**src/rtl/mc14516b_timer_ctrl.sv**
```systemverilog
// mc14516b_timer_ctrl
// Control-side driver for a cascaded chain of MC14516B 4-bit up/down counters
// used as a programmable interval timer. Presets the chain with the interval,
// enables counting, detects terminal count from the readback and issues a
// one-shot or periodic expiry pulse.
//
// Optional feature macro: MC14516B_TIMER_PERIOD_COUNT_EN
//   When defined, adds the periods[7:0] output. It counts TERM cycles, wraps
//   at 255 and is cleared on an accepted start.
//
// Ports:
//   clock              system clock, shared with the counter chain
//   reset              asynchronous active-low reset
//   start              one-cycle arm request, ignored while busy
//   stop               abort, highest priority after reset
//   periodic           1 = auto-reload after expiry, sampled on accepted start
//   count_up           1 = chain counts up, sampled on accepted start
//   load_value[W]      interval N in clock cycles, sampled on accepted start
//   cnt_result[W]      chain readback (stage 0 = LSBs)
//   cnt_carry_out      last-stage carry_out, active-low terminal count
//   cnt_preset[W]      preset bus to the chain
//   cnt_preset_enable  chain preset strobe, active-high
//   cnt_up_down        chain direction
//   cnt_carry_in       first-stage carry_in, 0 = count, 1 = hold
//   busy               high whenever not IDLE
//   done               one-cycle expiry pulse
//   periods[8]         expiry counter (optional feature only)
//   fault              sticky chain-fault flag
module mc14516b_timer_ctrl #(
    parameter int unsigned STAGES = 2
) (
    input  logic                  clock,
    input  logic                  reset,
    input  logic                  start,
    input  logic                  stop,
    input  logic                  periodic,
    input  logic                  count_up,
    input  logic [4*STAGES-1:0]   load_value,
    input  logic [4*STAGES-1:0]   cnt_result,
    input  logic                  cnt_carry_out,
    output logic [4*STAGES-1:0]   cnt_preset,
    output logic                  cnt_preset_enable,
    output logic                  cnt_up_down,
    output logic                  cnt_carry_in,
    output logic                  busy,
    output logic                  done,
`ifdef MC14516B_TIMER_PERIOD_COUNT_EN
    output logic [7:0]            periods,
`endif
    output logic                  fault
);

    localparam int unsigned W = 4 * STAGES;

    // Value one step before terminal count in each direction
    localparam logic [W-1:0] T1_UP   = {{(W-1){1'b1}}, 1'b0};
    localparam logic [W-1:0] T1_DOWN = W'(1);

    typedef enum logic [2:0] {
        IDLE  = 3'd0,
        LOAD  = 3'd1,
        ARM   = 3'd2,
        COUNT = 3'd3,
        TERM  = 3'd4
    } state_t;

    state_t       state_q;
    state_t       state_d;
    logic         periodic_q;
    logic         accept;
    logic [W-1:0] pre_term;
    logic         preset_enable_d;
    logic         carry_in_d;
    logic         busy_d;
    logic         done_d;

    // cnt_up_down doubles as the latched direction
    assign pre_term = cnt_up_down ? T1_UP : T1_DOWN;

    // Next-state and next-output logic
    always_comb begin
        state_d         = state_q;
        accept          = 1'b0;
        preset_enable_d = 1'b0;
        carry_in_d      = 1'b1;
        busy_d          = 1'b0;
        done_d          = 1'b0;

        case (state_q)
            IDLE: begin
                if (start && !stop) begin
                    accept  = 1'b1;
                    state_d = LOAD;
                end
            end
            LOAD:  state_d = ARM;
            // carry_out already low means N = 0: skip counting entirely
            ARM:   state_d = cnt_carry_out ? COUNT : TERM;
            // Stop on the step that lands on terminal, so the chain never wraps
            COUNT: if (cnt_result == pre_term) state_d = TERM;
            TERM:  state_d = periodic_q ? LOAD : IDLE;
            default: state_d = IDLE;
        endcase

        if (stop) begin
            state_d = IDLE;
        end

        // Outputs are registered images of the state being entered
        preset_enable_d = (state_d == LOAD);
        carry_in_d      = (state_d != COUNT);
        busy_d          = (state_d != IDLE);
        done_d          = (state_d == TERM);
    end

    // State register
    always_ff @(posedge clock or negedge reset) begin
        if (!reset) begin
            state_q <= IDLE;
        end else begin
            state_q <= state_d;
        end
    end

    // Registered outputs and latched configuration
    always_ff @(posedge clock or negedge reset) begin
        if (!reset) begin
            cnt_preset        <= '0;
            cnt_preset_enable <= 1'b0;
            cnt_up_down       <= 1'b0;
            cnt_carry_in      <= 1'b1;
            busy              <= 1'b0;
            done              <= 1'b0;
            fault             <= 1'b0;
            periodic_q        <= 1'b0;
        end else begin
            cnt_preset_enable <= preset_enable_d;
            cnt_carry_in      <= carry_in_d;
            busy              <= busy_d;
            done              <= done_d;
            if (accept) begin
                periodic_q  <= periodic;
                cnt_up_down <= count_up;
                // Up-counting starts N steps below all-ones
                cnt_preset  <= count_up ? ~load_value : load_value;
                fault       <= 1'b0;
            end else if ((state_q == TERM) && cnt_carry_out) begin
                // Chain did not report terminal count where we expected it
                fault <= 1'b1;
            end
        end
    end

`ifdef MC14516B_TIMER_PERIOD_COUNT_EN
    // Expiry counter, wraps naturally at 8 bits
    always_ff @(posedge clock or negedge reset) begin
        if (!reset) begin
            periods <= 8'd0;
        end else if (accept) begin
            periods <= 8'd0;
        end else if (state_q == TERM) begin
            periods <= periods + 8'd1;
        end
    end
`endif

endmodule

```
**config.mk**
```make
export PLATFORM = sky130hd
export DESIGN_NAME = mc14516b_timer_ctrl
export DESIGN_NICKNAME = d
export VERILOG_FILES = /design/src/rtl/mc14516b_timer_ctrl.sv
export SDC_FILE = /design/constraint.sdc
export NUM_CORES = 1
export LEC_CHECK = 0
export CAP_MARGIN = 20
export CORE_MARGIN = 2
export CORE_UTILIZATION = 36
export DETAILED_ROUTE_END_ITERATION = 7
export PLACE_DENSITY = 0.83
export SLEW_MARGIN = 5
export SYNTH_ARGS = -nofsm -noshare
export SYNTH_HDL_FRONTEND = slang
export SYNTH_SLANG_ARGS = --single-unit
```
**constraint.sdc**
```tcl
create_clock -name clock -period 1.3 [get_ports clock]
set_input_delay 0.26 -clock clock [delete_from_list [all_inputs] [get_ports clock]]
set_output_delay 0.26 -clock clock [all_outputs]
set_load 0.03 [all_outputs]
```
---- Word-level counts from Yosys, hierarchy flattened ----
Index checks and enable logic that the tools add are counted.
cells by class
  add/subtract/negate cells ............... 0
  multipliers ............................. 0
  div/mod/pow operators ................... 0
  $lt $le $gt $ge ......................... 0
  equality and inequality tests ........... 8
  shift operators ......................... 0
  muxes and demuxes ....................... 12
  bitwise operators ....................... 1
  reduce and logical (&&, ||, !) cells .... 6
operators with widths
  cell                                                   number
  two-way mux 8 bit                                      2
  case mux 3 bit (5 select lines)                        1
  two-way mux 3 bit                                      4
  equality test 8 bit                                    1
  NOT 8 bit                                              1
  equality test 3 x 1 -> 1 bit, second input constant    2
  equality test 3 x 2 -> 1 bit, second input constant    2
  equality test 3 bit, second input constant             2
  two-way mux 1 bit                                      5
  logical NOT 3 bit                                      1
  inequality test 3 x 2 -> 1 bit, second input constant  1
  nonzero test 3 bit                                     1
  logical AND 1 bit                                      2
  nonzero test 2 bit                                     1
  logical NOT 1 bit                                      1
word-level totals
  flip-flop bits (word level) ............. 18
  bits in latches ......................... 0
  memory bits (writable) .................. 0
  ROM bits ................................ 0
  memories ................................ 0

---- Logic depth before layout (Yosys ltp) ----
  depth after elaboration ................. 6
  gate-level depth with buffers ........... 5

---- Worst setup path after synthesis ----
Ideal clock, no wire load.
  kind .................................... register to register
  start point ............................. register cnt_up_down
  end point ............................... register state_q[0]
  arrival ................................. 1.313 ns
  slack ................................... -0.144 ns
  stages on the path, launching flop included .. 5
  clock period less this slack ............ 1.444 ns
  cell sequence ........................... dfrtp_1 -> nand3_1 -> or4b_4 -> o21ai_0 -> o21ai_0
on the way
  longest elaborated chain between the ends .. 5
RTL lines
  element                          RTL line  source
  start, declared                  43        output logic cnt_up_down,
  start signal, assigned           143       cnt_up_down <= count_up;
  two-way mux 8 bit                78        assign pre_term = cnt_up_down ? T1_UP : T1_DOWN;
  equality test 8 bit              100       COUNT: if (cnt_result == pre_term) state_d = TERM;
  two-way mux 3 bit                100
  case mux 3 bit (5 select lines)  89        case (state_q)
  two-way mux 3 bit                105       if (stop) begin
  via state_d[0]                   68        state_t state_d;
  end signal, assigned             121       state_q <= state_d;
  end, declared                    67        state_t state_q;
The timed path passes the listed nets, and every way through them passes these cells.
A chain may end at the register's enable or synchronous reset.

---- Worst setup path in the final report ----
  start point ............................. register cnt_up_down
  end point ............................... register state_q[2]
The elaborated chain is that of the path after synthesis.

==> results by group <==
Worst setup path
  • Flop-to-flop setup slack: between 8 and 9 ps
  • Worst reg2reg path startpoint: cnt_up_down
  • Critical path type: reg -> reg
  • CP max stage delay: between 500 and 600 ps
  • CP cell instances: nand3_2, or4b_4, o211ai_4, and3_1
  • Critical path capture point type: flop
  • Worst path slowest cell: or4b_4
  • Required time of the worst setup path: around 1600 ps
  • Cell count of the worst reg-to-reg path: 4
  • Startpoint Class: flop
  • RR Endpoint: state_q[2]
  • Critical Path AT: 1540 ps
  • Critical path fanouts, max: 4

Routing
  • Drt first-iter violations: 3
  • Met2 WL: ~1000 um
  • Highest metal used: met4
  • Drt first pass iters: 2
  • DRT antenna net count: 0
  • Met3 wire len: just over 60 um
  • Mean routed wirelength per cell: ~12 um
  • Vias: between 700 and 800
  • WL met1: approximately 690 um
  • Final wirelength: between 1500 and 2000 um
  • DRC: 0
  • Vias per std cell: roughly 4.8

Power
  • Power, Total: 1.69 mW
  • PD cells: 1290 nW/um^2
  • Max IR drop VDD: 670 uV
  • Leak: between 0.6 and 0.7 nW

Timing
  • Clock Skews: between 2 and 2.5 ps
  • Worst Tran Pin Value: between 300 and 400 ps
  • Peak Freq: approximately 770 MHz
  • Slew headroom: between 70% and 80%
  • Slew Limit Fails: 0
  • Tmin final: approximately 1300 ps
  • Unrepaired setup endpoints after global routing: yes
  • Hold Vio Cnt, Final: 0
  • Final worst slack: between 8 and 9 ps
  • Final setup violation count: 0
  • Fin crit share: between 90 and 100%

Placed design
  • Place WS: -400 ps
  • Cell count after placement: 146
  • Detailed Place HPWL: ~1400 um
  • Routability cong.: between 0.8 and 0.9
  • Number of I/O port buffers: 36
  • Placed cell areas: approximately 1300 um^2

Synth
  • Count of cell types in the netlist: 26
  • Synth Instances: between 70 and 80
  • Post-Syn Area per Cell: between 10 and 15 um^2
  • Synth Register Bits: 18
  • Post-synth top cells: dfrtp_1 (17), nand2_1 (12), o21ai_0 (10)
  • Number of synthesized flops with an enable pin: 0
  • Synth top area share: about 52%
  • Post-synthesis sequential area ratio: between 50% and 60%
  • Top FF cell, synth: dfrtp_1
  • Mapped Nets: 98
  • Leading area contributor after synthesis: dfrtp_1
  • FFs w/ async S/R, synth: between 90% and 100%
  • Netlist Area Pre-Place: a little over 800 um^2
  • Area contributors post-synth: dfrtp_1 (52%), xnor2_1 (8.6%), o21ai_0 (6.1%)
  • Yosys warning count: 0
  • Top-count cell post-synth: dfrtp_1

Floorplanning
  • Initial Util: a little under two fifths
  • Io pins: 37
  • Height of the die: ~52 um
  • Die Wd: approximately 52 um
  • # rows: 17
  • Core Box Area: 2170 um^2
  • DIE AREA: about 2700 um^2

Global routing
  • GR Util All Layers: between 10% and 20%
  • First-pass GRT wire length: 2920 um
  • Number of global-route vias before repair: between 700 and 800
  • Largest net degree at the start of global routing: 19
  • Initial antenna violation count: 0
  • Total gr overflow: 0

Run status
  • Outcome: completed

Finish
  • Layout area overhead: 61.5%
  • Final core occ: between 60% and 70%
  • Design Area, Final: ~1300 um^2
  • Final non-filler cell total: 150
  • Layout cells sized above 1: a little under a third
  • Layout fillers: 201
  • N_diodes: 0
  • # nets final: between 100 and 150

CTS
  • Clk Latency, worst-skew pair: around 300 ps
  • Root buffer cell: clkbuf_4
  • Clock Tree Buf Depth: 2
  • H-Tree Level Count: 1
  • Post-CTS setup buffers: 0
  • Total CTS buffers: 3
  • Clock slew at reported path FFs: roughly 110 ps
  • Clock sinks: 18
  • CTS tree: yes

Hold path
  • Hold Crit Class: in -> async

Run
  • Max-Cap Viols: 0
## through the flow
step | TNS, ps | hold WS (ps)
floorplan | -95.8 | -35.6
global placement | -3740 | 463
detailed placement | -4640 | 467
CTS | -33.1 | 272
global route | -162 | 277
finish | 0 | 265
## cell type report
type | count | area [um^2] | share of cell area [%]
sequential | 18 | 453 | 34.4
timing repair buffer | 45 | 409 | 31.1
multi-input combinational | 54 | 380 | 28.9
clock buffer | 4 | 36.3 | 2.75
tap | 28 | 35.0 | 2.66
inverter | 1 | 3.75 | 0.285
## logic make-up after synthesis
group                  share of synthesized area, %
AO/OA/AOI/OAI                                  13.7
AND/OR/NAND/NOR                                16.7
buffers and inverters                          1.69
multiplexers                                   3.99
flip-flops                                     55.4
XOR/XNOR                                       8.59
## timing repair
item / 4_1_cts / 5_1_grt
hold buffers: 0 / 0
pin swaps: 3 / 4
endpoints found under the setup margin: 17 / 21
resized for setup: 34 / 11
## worst max-delay path: cells and delay by family (launching register included)
family / cells / cell delay [ps]
AOI/OAI and AO/OA: 1 / 90
DFF: 1 / 400
and+or+nand+nor: 3 / 740
## worst max path at each step
stage | from | endpoint | slack, ps | cells past startpoint
floorplan | cnt_up_down | done | -30 | 4
global placement | cnt_result[6] | done | -370 | 5
detailed placement | cnt_result[5] | done | -400 | 5
CTS | cnt_up_down | done | -20 | 4
global route | cnt_up_down | done | -50 | 4
finish | cnt_up_down | state_q[2] | 9 | 4
## layer usage
metal,global-route usage [%],vias up
met3,1.72,5
met4,10.1,0
li1,-,359
met1,15.9,341
met2,27.6,19
met5,0,-
## layout by cell type, fill, tap and decap left out, types with 2 or more instances in the layout
| cell type | netlist | final |
|---|---|---|
| clkdlybuf4s15_2 | 0 | 7 |
| clkbuf_4 | 0 | 3 |
| xnor2_1 | 8 | 8 |
| clkdlybuf4s50_1 | 0 | 16 |
| dlygate4sd2_1 | 0 | 6 |
| and3_1 | 2 | 2 |
| o21ai_0 | 10 | 8 |
| clkbuf_2 | 1 | 3 |
| dfrtp_1 | 17 | 16 |
| a31oi_1 | 2 | 2 |
| mux2_2 | 2 | 2 |
| nor2_2 | 0 | 2 |
| nand2_1 | 12 | 12 |
| buf_4 | 0 | 11 |
| clkdlybuf4s15_1 | 0 | 2 |
| nor4_1 | 2 | 2 |
## state kept, by name, indices dropped and copies added (netlist names)
name	cells
cnt_up_down	1
state_q	3
cnt_preset	8
periodic_q	1
fault	1
cnt_preset_enable	1
cnt_carry_in	1
done	1
busy	1
## where the power goes
part           switching [mW]  internal, mW
logic                   0.343         0.269
registers              0.0615         0.664
clock network           0.185         0.171
total                   0.590          1.10
(Power assumes the default switching activity.)
==> RTL edit 1, RTL diff (config.mk and constraints unchanged) <==
The parameter `STAGES` goes from 2 to 4.
--- a/src/rtl/mc14516b_timer_ctrl.sv
+++ b/src/rtl/mc14516b_timer_ctrl.sv
@@ -27,7 +27,7 @@
 //   periods[8]         expiry counter (optional feature only)
 //   fault              sticky chain-fault flag
 module mc14516b_timer_ctrl #(
-    parameter int unsigned STAGES = 2
+    parameter int unsigned STAGES = 4
 ) (
     input  logic                  clock,
     input  logic                  reset,
Ports: changed (resized cnt_preset, cnt_result and load_value); port bits go from 37 to 61. No check against the original RTL was run, so the function may have changed too.
==> RTL edit 1 against the unedited design <==
The run now ends with negative setup slack left. Sequential cell count grew 8. Utilization grew 8.1 points. Non-clock buffer count grew 42. Sequential power grew 43%. Global-route usage grew 5.4 points. Area after synthesis grew 55%. Cell area grew 76%. Synthesized cell count grew 65%. Routed wire length grew 120%. Total power grew 52%. Hold slack lost 0.00099 ns. Maximum frequency shrank 13%. Worst setup slack lost 0.20 ns. Largest cell class is now buffers. Largest power group unchanged. Highest routed layer unchanged.
==> RTL edit 1: results (changes against the unedited design) <==
| Metric | Value |
|---|---|
| Outcome | finished with violations (was finished, final reports clean) |
| Failing checks | negative setup slack |
| Vias/cell | 5.06 (was 4.83) |
| CTS clk-pin slew, worst paths | 0.14 ns (was 0.11 ns) |
| Synth unique cells | 35 (was 26) |
| # fillers | 269 (was 201) |
| Met3 Use GR | 0.0375 (was 0.0172) |
| Initial DRC count | 30 (was 3) |
| Setup violations, final | 24 (was 0) |
| Hpwl dp | 2650 µm (was 1440 µm) |
| Met2 Wirelength | 2220 µm (was 977 µm) |
| Met3 WL | 201 µm (was 62 µm) |
| Post-synthesis compound-gate area fraction | 0.149 (was 0.137) |
| Worst setup margin | -0.187 ns (was 0.00897 ns) |
| Postcts setup bufs | 2 (was 0) |
| NonClk Buf Share | 0.366 (was 0.311) |
| Clock-cell share | 0.0227 (was 0.0275) |
| Clock Skew | 0.00766 ns (was 0.00231 ns) |
| Setup Slack @ Placement | -0.581 ns (was -0.400 ns) |
| Multiplexer share of the synthesized area | 0.0178 (was 0.0399) |
| Metal-1 WL | 1480 µm (was 690 µm) |
| Largest registers | cnt_preset (16), state_q (3) (was cnt_preset (8), state_q (3)) |
| Rel. slew slack | 0.827 (was 0.772) |
| Largest net degree at the start of global routing | 27 (was 19) |
| Clk sink count | 26 (was 18) |
| Hold slack | 0.264 ns (was 0.265 ns) |
| CP delay by family, top | compound AO/OA/AOI/OAI gates (was simple AND/OR/NAND/NOR gates) |
| Rows | 21 (was 17) |
| Buffers excl. clock | 87 (was 45) |
| Routability cong. | 0.778 (was 0.810) |
| Number of I/O port buffers | 60 (was 36) |
| P_leak | 1.03 nW (was 0.602 nW) |
| Routed WL | 3990 µm (was 1780 µm) |
| Switching portion of total power | 0.339 (was 0.348) |
| Crit-path max cell delay | 0.48 ns (was 0.51 ns) |
| Met1 Use GR | 0.218 (was 0.159) |
| Global-route wire length before repair | 6340 µm (was 2920 µm) |
| Synth area leaders | dfrtp_1 (49%), xnor2_1 (11%), o21ai_0 (6.3%), nand2_1 (5.6%), dfstp_2 (2.1%) (was dfrtp_1 (52%), xnor2_1 (8.6%), o21ai_0 (6.1%), nand2_1 (5.5%), dfstp_2 (3.2%)) |
| DR vias | 1,290 (was 724) |
| M2 GR Usage | 0.396 (was 0.276) |
| Area of the multi-input gates | 698 µm² (was 380 µm²) |
| CLK BUF | 3 (was 4) |
| Maximum vdd drop | 0.607 mV (was 0.670 mV) |
| Crit path max fanout | 7 (was 4) |
| Setup TNS | -2.49 ns (was 0 ns) |
| Critical Path AT | 1.74 ns (was 1.54 ns) |
| Area after DPL | 2060 µm² (was 1270 µm²) |
| Nets | 249 (was 146) |
| All-Layer GR Usage | 0.204 (was 0.150) |
-- RTL edit 1: power groups by stage --
| stage | combinational [mW] | sequential (mW) | clock [mW] |
|---|---|---|---|
| floorplan | 0.190 | 1.26 | 0 |
| global placement | 0.888 | 1.02 | 0 |
| detailed placement | 0.914 | 1.03 | 0 |
| CTS | 1.02 | 1.04 | 0.563 |
| global route | 1.04 | 1.06 | 0.606 |
| finish | 0.975 | 1.04 | 0.551 |
-- RTL edit 1: worst max path at each step --
| stage | from | to | slack, ns | cells past startpoint |
|---|---|---|---|---|
| detailed placement | cnt_result[6] | state_q[1] | -0.58 | 5 |
| global placement | cnt_result[6] | state_q[1] | -0.54 | 5 |
| finish | state_q[0] | state_q[0] | -0.19 | 4 |
| global route | state_q[0] | state_q[0] | -0.22 | 4 |
| CTS | cnt_up_down | state_q[1] | -0.21 | 4 |
| floorplan | cnt_up_down | state_q[1] | -0.17 | 4 |
==> RTL edit 2, RTL diff (config.mk and constraints unchanged) <==
Made on the original files. Register the output `cnt_carry_in` once more, without a reset; this adds one clock of latency there. The other outputs are not delayed to match.
--- a/src/rtl/mc14516b_timer_ctrl.sv
+++ b/src/rtl/mc14516b_timer_ctrl.sv
@@ -64,6 +64,8 @@
         TERM  = 3'd4
     } state_t;
 
+    logic cnt_carry_in_s0;
+
     state_t       state_q;
     state_t       state_d;
     logic         periodic_q;
@@ -128,14 +130,14 @@
             cnt_preset        <= '0;
             cnt_preset_enable <= 1'b0;
             cnt_up_down       <= 1'b0;
-            cnt_carry_in      <= 1'b1;
+            cnt_carry_in_s0   <= 1'b1;
             busy              <= 1'b0;
             done              <= 1'b0;
             fault             <= 1'b0;
             periodic_q        <= 1'b0;
         end else begin
             cnt_preset_enable <= preset_enable_d;
-            cnt_carry_in      <= carry_in_d;
+            cnt_carry_in_s0   <= carry_in_d;
             busy              <= busy_d;
             done              <= done_d;
             if (accept) begin
@@ -164,5 +166,9 @@
     end
 `endif
 
+    always_ff @(posedge clock) begin
+        cnt_carry_in <= cnt_carry_in_s0;
+    end
+
 endmodule
 
Function: changed (a bounded check fails within 4 cycles, from zero or initial values and one cycle with reset low).
==> RTL edit 2 against the unedited design <==
The flow now finishes with violations (negative setup slack). Utilization is 0.94 points lower. Worst setup slack got worse by 0.022 ns. Routed wire length is 3.3% higher. Sequential power up 4.3%. Hold slack better by 0.014 ns. Area after synthesis grew 2.5%. Total power decreased by 1.4%. Sequential cell count up 1. Cell area up 0.38%. Largest power group unchanged. Highest routed layer unchanged.
==> RTL edit 2: results (changes against the unedited design) <==
| Metric | Value |
|---|---|
| Outcome | finished with violations (was finished, final reports clean) |
| Failing checks | negative setup slack |
| Synth cell count leaders | dfrtp_1 (17), nand2_1 (12), o21ai_0 (10) (unchanged) |
| M2 GR Usage | 0.274 (was 0.276) |
| Initial DRC count | 5 (was 3) |
| Avg WL per Cell | 12.2 µm (was 11.8 µm) |
| Met3 Use GR | 0.0200 (was 0.0172) |
| Multiplexer share of the synthesized area | 0.0389 (was 0.0399) |
| Post-synthesis xor/xnor area fraction | 0.0838 (was 0.0859) |
| # fillers | 199 (was 201) |
| Met2 Wirelength | 1030 µm (was 977 µm) |
| All-Layer GR Usage | 0.145 (was 0.150) |
| Inserted Clock Buffers | 3 (unchanged) |
| Area after DPL | 1290 µm² (was 1270 µm²) |
| Router iterations before antenna repair | 4 (was 2) |
| Maximum vdd drop | 0.888 mV (was 0.670 mV) |
| Antenna Cells | 0 (unchanged) |
| Worst r2r dst | state_q[2] (unchanged) |
| Postcts setup bufs | 1 (was 0) |
| P_leak | 0.607 nW (was 0.602 nW) |
| Met3 WL | 71 µm (was 62 µm) |
| Number of global-route vias before repair | 721 (was 742) |
| Clk. pwr | 294 µW (was 356 µW) |
| Met1 Use GR | 0.153 (was 0.159) |
| Synth unique cells | 27 (was 26) |
| Comb pwr share | 0.371 (was 0.361) |
| Layout cell share with drive strength beyond 1 | 0.285 (was 0.303) |
| Metal-1 WL | 687 µm (was 690 µm) |
| Sequential fraction of the synthesis area | 0.564 (was 0.554) |
| HP Class | input port to async pin (unchanged) |
| Synth area leaders | dfrtp_1 (51%), xnor2_1 (8.4%), o21ai_0 (6.0%), nand2_1 (5.4%), dfstp_2 (3.1%) (was dfrtp_1 (52%), xnor2_1 (8.6%), o21ai_0 (6.1%), nand2_1 (5.5%), dfstp_2 (3.2%)) |
| Internal power | 1.08 mW (was 1.10 mW) |
| P_sw | 588 µW (was 590 µW) |
| Avg Inst Size Synth | 11.0 µm² (was 10.9 µm²) |
| Clock Skew | 0.00429 ns (was 0.00231 ns) |
| Fraction of registers with async set/reset | 0.947 (was 1.00) |
| Most common flop cell mapped by yosys | dfrtp_1 (unchanged) |
| Routed WL | 1840 µm (was 1780 µm) |
| Nets | 147 (was 146) |
| Worst setup margin | -0.0133 ns (was 0.00897 ns) |
| Global-route wire length before repair | 2900 µm (was 2920 µm) |
| Setup Slack @ Placement | -0.398 ns (was -0.400 ns) |
| Hold slack | 0.279 ns (was 0.265 ns) |
| Setup TNS | -0.0248 ns (was 0 ns) |
| Routability cong. | 0.797 (was 0.810) |
| # resized after CTS | 31 (was 34) |
| Measured slew at the worst slew-check pin | 0.326 ns (was 0.338 ns) |
| Post-synthesis compound-gate area fraction | 0.133 (was 0.137) |
| Syn_nets | 99 (was 98) |
| Crit path max fanout | 4 (unchanged) |
| Setup violations, final | 2 (was 0) |
| Hpwl dp | 1380 µm (was 1440 µm) |
| DR vias | 734 (was 724) |
[RTL edit 2: cell count changes after synthesis, sizes merged]
| cell | before | now |
|---|---|---|
| dfxtp | 0 | 1 |
[RTL edit 2: how the worst max path moves through the flow]
| stage | from | endpoint | slack, ns |
|---|---|---|---|
| after floorplan | cnt_up_down | done | -0.03 |
| after global placement | cnt_result[6] | state_q[2] | -0.37 |
| after detailed placement | cnt_result[5] | state_q[2] | -0.40 |
| after CTS | cnt_up_down | state_q[2] | -0.03 |
| after global routing | cnt_up_down | done | -0.07 |
| final | cnt_up_down | state_q[2] | -0.01 |
[RTL edit 2: final cells by class]
type | instances | area (µm²) | share of cell area
Inverter | 1 | 3.75 | 0.00284
Multi-Input combinational cell | 54 | 380 | 0.288
Clock inverter | 1 | 5.00 | 0.00378
Timing Repair Buffer | 45 | 403 | 0.305
Tap cell | 28 | 35.0 | 0.0265
Clock buffer | 3 | 22.5 | 0.0170
Sequential cell | 19 | 473 | 0.358
